===== config.mk =====
export PLATFORM = sky130hd
export DESIGN_NAME = ex_dm_stage_flat
export DESIGN_NICKNAME = d
export VERILOG_FILES = /design/src/rtl/ex_dm_pkg.sv /design/src/rtl/ex_dm_stage_if.sv /design/src/rtl/ex_dm_entry.sv /design/src/rtl/ex_dm_stage.sv /design/src/flat_wrapper.sv
export SDC_FILE = /design/constraint.sdc
export NUM_CORES = 1
export LEC_CHECK = 0
export CORE_MARGIN = 1.5
export CORE_UTILIZATION = 45
export DETAILED_ROUTE_END_ITERATION = 12
export PLACE_DENSITY_LB_ADDON = 0.05
export SLEW_MARGIN = 30
export SYNTH_ARGS = -nofsm -noshare
export SYNTH_HDL_FRONTEND = slang
export SYNTH_HIERARCHICAL = 1
export SYNTH_SLANG_ARGS = --single-unit

===== constraint.sdc =====
create_clock -name clk -period 4.7 [get_ports clk]
set_input_delay 0.705 -clock clk [delete_from_list [all_inputs] [get_ports clk]]
set_output_delay 0.705 -clock clk [all_outputs]
set_load 0.03 [all_outputs]

===== src/rtl/ex_dm_pkg.sv =====
// EX->DM pipeline stage shared definitions:
// state encoding and default widths.
package ex_dm_pkg;

   localparam int DATA_W_DEF = 32;
   localparam int RD_W_DEF   = 5;

   typedef enum logic [1:0] {
      EMPTY = 2'd0,
      ONE   = 2'd1,
      FULL  = 2'd2
   } state_e;

   // Encoding equals entry count, so occupancy is the state itself.
   function automatic logic [1:0] occ_of(state_e s);
      return logic'(s == FULL) ? 2'd2 : (s == ONE) ? 2'd1 : 2'd0;
   endfunction

endpackage


===== src/rtl/ex_dm_stage_if.sv =====
// Handshake and payload bundle between EX, the EX/DM
// stage and data memory.
interface ex_dm_stage_if
   import ex_dm_pkg::*;
#(
   parameter int DATA_W = DATA_W_DEF,
   parameter int RD_W   = RD_W_DEF
);

   logic              in_valid;
   logic              in_ready;
   logic [DATA_W-1:0] alu_result;
   logic [DATA_W-1:0] write_data_in;
   logic              mem_read_in;
   logic              mem_write_in;
   logic              reg_write_in;
   logic [RD_W-1:0]   rd_in;

   logic              out_valid;
   logic              out_ready;
   logic [DATA_W-1:0] mem_address;
   logic [DATA_W-1:0] write_data_out;
   logic              mem_read_out;
   logic              mem_write_out;
   logic              reg_write_out;
   logic [RD_W-1:0]   rd_out;
   logic [1:0]        occupancy;

   modport master (
      output in_valid, alu_result, write_data_in,
      output mem_read_in, mem_write_in, reg_write_in, rd_in,
      input  in_ready,
      output out_ready,
      input  out_valid, mem_address, write_data_out,
      input  mem_read_out, mem_write_out, reg_write_out,
      input  rd_out, occupancy
   );

   modport slave (
      input  in_valid, alu_result, write_data_in,
      input  mem_read_in, mem_write_in, reg_write_in, rd_in,
      output in_ready,
      input  out_ready,
      output out_valid, mem_address, write_data_out,
      output mem_read_out, mem_write_out, reg_write_out,
      output rd_out, occupancy
   );

endinterface


===== src/rtl/ex_dm_entry.sv =====
// Payload register with load enable and synchronous
// clear; clear wins over load.
module ex_dm_entry #(
   parameter int W = 8
) (
   input  logic         clk,
   input  logic         clr,
   input  logic         ld,
   input  logic [W-1:0] d,
   output logic [W-1:0] q
);

   logic [W-1:0] pl_q, pl_d;

   always_comb begin
      pl_d = pl_q;
      if (clr)
         pl_d = '0;
      else if (ld)
         pl_d = d;
   end

   always_ff @(posedge clk) begin
      pl_q <= pl_d;
   end

   assign q = pl_q;

endmodule


===== src/rtl/ex_dm_stage.sv =====
// EX->DM two-entry skid stage: main entry drives the
// outputs, skid absorbs one extra beat so in_ready is registered.
module ex_dm_stage
   import ex_dm_pkg::*;
#(
   parameter int DATA_W = DATA_W_DEF,
   parameter int RD_W   = RD_W_DEF
) (
   input  logic        clk,
   input  logic        reset,
   input  logic        flush,
   ex_dm_stage_if.slave bus
);

   localparam int PW = 2 * DATA_W + 3 + RD_W;

   state_e      state_q, state_d;
   logic        in_ready_q, in_ready_d;
   logic        out_valid_q, out_valid_d;
   logic [1:0]  occ_q, occ_d;

   logic [PW-1:0] in_pl, main_d, main_pl, skid_pl;
   logic          main_ld, skid_ld, clr;
   logic          in_fire, out_fire;

   logic [DATA_W-1:0] m_addr, m_wdata;
   logic              m_rd_en, m_wr_en, m_rw;
   logic [RD_W-1:0]   m_rd;

   assign in_pl = {bus.alu_result, bus.write_data_in,
                   bus.mem_read_in, bus.mem_write_in,
                   bus.reg_write_in, bus.rd_in};

   assign in_fire  = bus.in_valid & in_ready_q;
   assign out_fire = out_valid_q & bus.out_ready;
   assign clr      = reset | flush;

   always_comb begin
      state_d = state_q;
      main_ld = 1'b0;
      skid_ld = 1'b0;
      main_d  = in_pl;
      unique case (state_q)
         EMPTY: begin
            if (in_fire) begin
               state_d = ONE;
               main_ld = 1'b1;
            end
         end
         ONE: begin
            if (in_fire && out_fire) begin
               main_ld = 1'b1;
            end else if (in_fire) begin
               state_d = FULL;
               skid_ld = 1'b1;
            end else if (out_fire) begin
               state_d = EMPTY;
            end
         end
         FULL: begin
            if (out_fire) begin
               state_d = ONE;
               main_ld = 1'b1;
               main_d  = skid_pl;
            end
         end
         default: state_d = EMPTY;
      endcase
      // Squash drops both entries and any beat accepted this edge.
      if (flush) begin
         state_d = EMPTY;
         main_ld = 1'b0;
         skid_ld = 1'b0;
      end
      in_ready_d  = (state_d != FULL);
      out_valid_d = (state_d != EMPTY);
      occ_d       = occ_of(state_d);
   end

   always_ff @(posedge clk) begin
      if (reset) begin
         state_q     <= EMPTY;
         in_ready_q  <= 1'b1;
         out_valid_q <= 1'b0;
         occ_q       <= 2'd0;
      end else begin
         state_q     <= state_d;
         in_ready_q  <= in_ready_d;
         out_valid_q <= out_valid_d;
         occ_q       <= occ_d;
      end
   end

   ex_dm_entry #(.W(PW)) u_main (
      .clk (clk),
      .clr (clr),
      .ld  (main_ld),
      .d   (main_d),
      .q   (main_pl)
   );

   ex_dm_entry #(.W(PW)) u_skid (
      .clk (clk),
      .clr (clr),
      .ld  (skid_ld),
      .d   (in_pl),
      .q   (skid_pl)
   );

   assign {m_addr, m_wdata, m_rd_en, m_wr_en, m_rw, m_rd} = main_pl;

   assign bus.in_ready       = in_ready_q;
   assign bus.out_valid      = out_valid_q;
   assign bus.occupancy      = occ_q;
   assign bus.mem_address    = m_addr;
   assign bus.write_data_out = m_wdata;
   assign bus.rd_out         = m_rd;
   assign bus.mem_read_out   = m_rd_en & out_valid_q;
   assign bus.mem_write_out  = m_wr_en & out_valid_q;
   assign bus.reg_write_out  = m_rw & out_valid_q;

endmodule


===== src/flat_wrapper.sv =====
// flat-port wrapper written by rule: the top's interface ports become plain ports
module ex_dm_stage_flat import ex_dm_pkg::*;
#(
   parameter int DATA_W = DATA_W_DEF,
   parameter int RD_W   = RD_W_DEF
)
  (clk, reset, flush, bus_in_valid, bus_alu_result, bus_write_data_in, bus_mem_read_in, bus_mem_write_in, bus_reg_write_in, bus_rd_in, bus_in_ready, bus_out_ready, bus_out_valid, bus_mem_address, bus_write_data_out, bus_mem_read_out, bus_mem_write_out, bus_reg_write_out, bus_rd_out, bus_occupancy);
  ex_dm_stage_if #(.DATA_W(DATA_W), .RD_W(RD_W)) bus_i ();
  input  logic clk;
  input  logic reset;
  input  logic flush;
  input wire logic [$bits(bus_i.in_valid)-1:0] bus_in_valid;
  input wire logic [$bits(bus_i.alu_result)-1:0] bus_alu_result;
  input wire logic [$bits(bus_i.write_data_in)-1:0] bus_write_data_in;
  input wire logic [$bits(bus_i.mem_read_in)-1:0] bus_mem_read_in;
  input wire logic [$bits(bus_i.mem_write_in)-1:0] bus_mem_write_in;
  input wire logic [$bits(bus_i.reg_write_in)-1:0] bus_reg_write_in;
  input wire logic [$bits(bus_i.rd_in)-1:0] bus_rd_in;
  output wire logic [$bits(bus_i.in_ready)-1:0] bus_in_ready;
  input wire logic [$bits(bus_i.out_ready)-1:0] bus_out_ready;
  output wire logic [$bits(bus_i.out_valid)-1:0] bus_out_valid;
  output wire logic [$bits(bus_i.mem_address)-1:0] bus_mem_address;
  output wire logic [$bits(bus_i.write_data_out)-1:0] bus_write_data_out;
  output wire logic [$bits(bus_i.mem_read_out)-1:0] bus_mem_read_out;
  output wire logic [$bits(bus_i.mem_write_out)-1:0] bus_mem_write_out;
  output wire logic [$bits(bus_i.reg_write_out)-1:0] bus_reg_write_out;
  output wire logic [$bits(bus_i.rd_out)-1:0] bus_rd_out;
  output wire logic [$bits(bus_i.occupancy)-1:0] bus_occupancy;
  assign bus_i.in_valid = bus_in_valid;
  assign bus_i.alu_result = bus_alu_result;
  assign bus_i.write_data_in = bus_write_data_in;
  assign bus_i.mem_read_in = bus_mem_read_in;
  assign bus_i.mem_write_in = bus_mem_write_in;
  assign bus_i.reg_write_in = bus_reg_write_in;
  assign bus_i.rd_in = bus_rd_in;
  assign bus_in_ready = bus_i.in_ready;
  assign bus_i.out_ready = bus_out_ready;
  assign bus_out_valid = bus_i.out_valid;
  assign bus_mem_address = bus_i.mem_address;
  assign bus_write_data_out = bus_i.write_data_out;
  assign bus_mem_read_out = bus_i.mem_read_out;
  assign bus_mem_write_out = bus_i.mem_write_out;
  assign bus_reg_write_out = bus_i.reg_write_out;
  assign bus_rd_out = bus_i.rd_out;
  assign bus_occupancy = bus_i.occupancy;
  ex_dm_stage #(.DATA_W(DATA_W), .RD_W(RD_W)) u_core (.clk(clk), .reset(reset), .flush(flush), .bus(bus_i));
endmodule

==> reports/metrics.cfg <==
[synth]
synth_compound_area_share_pct=0.8762
synth_top_family_by_area=multiplexers
async_flop_share_pct=0
synth-seq-cells=150
synth_edf_count=0
netlist_area_sq_um=6711
ys_types=29
synth_nets=654
synthCells=577
yosys_warnings=6
syn_avg_cell_area_sq_um=11.63
synth_seq_area_share_pct=44.74
yosys_most_used_dff=dfxtp_1
yosys.area_share.adder_pct=0
synthSimpleGateAreaFrac_pct=9.843
synthXorXnorAreaFrac_pct=0
synth.area.mux_share_pct=37.42

[worst_setup_path]
required_ns=4.96
cp.arrival_ns=3.05
startpoint_type=input pin
end_kind=flip-flop
r2r_start=u_core/state_q[1]$_SDFF_PP0_
crit_type=in2reg
r2r_cells=6
crit_end=u_core/u_main/q[54]$_SDFFE_PP0P_
worst-path-max-fanout=27
crit_path_start=bus_out_ready
r2r-end=u_core/u_main/q[54]$_SDFFE_PP0P_
worst-r2r-setup-slack_ns=2.13

[floorplan]
initial_utilization_pct=46.18
row_count=44
core_sq_um=14530
die_height_um=125.1
dieArea_sq_um=15660
die_w_um=125.1
pin_count=153

[layout]
nNetsFinal=790
areaGrowthSynthToFinish_pct=29.57
diodes=0
final_cells=910
drive_above_1_share_pct=15.98

[sta]
fin_hold_ws_ns=0.4908
hold_violations=0
rsz0062_at_grt=no
tightest_slew_ns=0.7491
fin_crit_sh_pct=59.18
drv_slew=0
fin_skew_ns=0.009120
fin_tns_setup_ns=0
min_period_ns=2.781
setup_violations=0
max_freq_mhz=359.5
slew_headroom_pct=50.06

[global_route]
grt_usage_pct=17.63
busiest_layer=met2
grt_pass1_vias=4465
grt_use_met1_pct=22.00
grt_util_met3_pct=5.777
gr-usage-met2_pct=28.42
grt_overflow=0
antenna_found_initial=0
grt_first_pass_wirelength_um=22160
grt_max_degree=105

[worst_hold_path]
hold_path.class=reg2reg

[cts]
insertion_delay_ns=0.41
clkTransAtPathRegs_ns=0.06
cts_buffer_depth=2
cts_setup_buffers=0
cts_resized=0
cts_tree=yes
numClockSinks=150
ctsHoldBuffers=0
cts-root-buf=clkbuf_16
cts_buffers=17
htree_levels=4

[place]
place_inst=878
portBuffers=152
gp_congestion=0.7226
hpwl_um=8660

[routing]
post_drt_wl_per_cell_um=14.98
ant_nets=0
vias=4451
drc_errors=0
first_iter_violations=190
firstDrtPassIters=6
drt_wl_total_um=13630
viasPerCell=4.891

[power_and_ir_drop]
p_leak_nw=3.363
ir_drop_uv=221.0
power_density_nw_per_um2=341.9

[job]
cap_viol_max_count=0

[outcome]
outcome=finished clean

-- worst max-delay path: stages --
cell and delay (ns):
clkdlybuf4s50_1 0.52, nand4b_4 0.54, o31a_2 0.34, a21oi_4 0.17
buf_4 0.45, mux2i_1 0.26, nor2_1 0.06
-- placed cells by master, fill, tap and decap left out, types with 2 or more instances in the layout --
master           synthesis  layout
and2_1                   3       3
bufinv_16                0       2
dfxtp_1                150     150
nand2_1                  4       4
mux2i_1                144     144
clkdlybuf4s50_1          0     152
buf_12                   8       2
clkbuf_16                0      17
o211a_1                  2       2
mux2_4                  69      69
clkinv_2                 0       3
and4_1                   2       2
clkbuf_8                 0       6
buf_4                    1       5
mux2_2                   3       3
clkbuf_1                 4       2
nor2_1                 145     145
-- metrics by stage --
step / instance area, sq um / setup slack, ns / total power [mW] / utilization, %
2_1_floorplan: 6711 / 2.633 / 1.521 / -
3_3_place_gp: 8087 / 1.492 / 1.631 / 55.64
3_5_place_dp: 8089 / 1.465 / 1.637 / 55.66
4_1_cts: 8696 / 1.905 / 3.012 / 59.83
5_1_grt: 8696 / 1.779 / 3.079 / 59.83
6_report: 8696 / 1.919 / 2.973 / 59.83
-- area by class of cell --
class / count / area, sq um
fill: 1223 / 5838
inverter: 1 / 8.758
tap: 184 / 230.2
multi-input combinational: 384 / 3248
clock buffer: 25 / 515.5
sequential: 150 / 3003
clock inverter: 7 / 91.34
timing repair buffer: 159 / 1599
-- power breakdown --
group          internal, mW  switching [mW]  leakage (nW)  total (mW)
Combinational         0.170           0.134          1.85       0.304
Sequential             1.29          0.0124          1.21        1.30
Clock                 0.865           0.500         0.299        1.37
Total                  2.33           0.646          3.36        2.97
-- worst min path at each step --
| stage | from | to | slack, ns | depth (start not counted) |
|---|---|---|---|---|
| floorplan | u_core/u_main/q[5]$_SDFFE_PP0P_ | u_core/u_main/q[5]$_SDFFE_PP0P_ | 0.45 | 2 |
| global placement | u_core/u_skid/q[69]$_SDFFE_PP0P_ | u_core/u_skid/q[69]$_SDFFE_PP0P_ | 0.47 | 2 |
| detailed placement | u_core/u_main/q[59]$_SDFFE_PP0P_ | u_core/u_main/q[59]$_SDFFE_PP0P_ | 0.48 | 2 |
| CTS | u_core/u_main/q[59]$_SDFFE_PP0P_ | u_core/u_main/q[59]$_SDFFE_PP0P_ | 0.49 | 2 |
| global route | u_core/u_main/q[7]$_SDFFE_PP0P_ | u_core/u_main/q[7]$_SDFFE_PP0P_ | 0.51 | 2 |
| finish | u_core/u_skid/q[70]$_SDFFE_PP0P_ | u_core/u_skid/q[70]$_SDFFE_PP0P_ | 0.49 | 2 |
-- layer usage --
layer / wire length [um] / share of wire (%)
met1: 6240 / 46
met2: 6401 / 47
met3: 753 / 5.5
met4: 238 / 1.7
met5: 0 / 0
-- synth_stat cells (2+ instances only) --
cell / n / area (sq um)
clkbuf_1: 4 / 15.01
clkbuf_2: 2 / 10.01
mux2i_1: 144 / 1441
buf_1: 10 / 37.54
and2_1: 3 / 18.77
mux2_4: 69 / 1036
buf_12: 8 / 160.2
nand2_1: 4 / 15.01
buf_8: 14 / 210.2
nor2_1: 145 / 544.3
dfxtp_1: 150 / 3003
o211a_1: 2 / 20.02
buf_6: 3 / 33.78
and4_1: 2 / 17.52
mux2_2: 3 / 33.78
-- kinds of logic after synthesis --
group	count (synthesis)
AND/OR/NAND/NOR	161
flip-flops	150
buffers and inverters	43
AO/OA/AOI/OAI	7
multiplexers	216
-- registers in the layout, indices dropped and copies added (netlist names) --
signal                count
u_core/bus.occupancy      2
u_core/u_main/q          72
u_core/u_skid/q          72
u_core/bus.in_ready       1
u_core/bus.out_valid      1
u_core/state_q            2
Power figures use the tool's default switching activity.
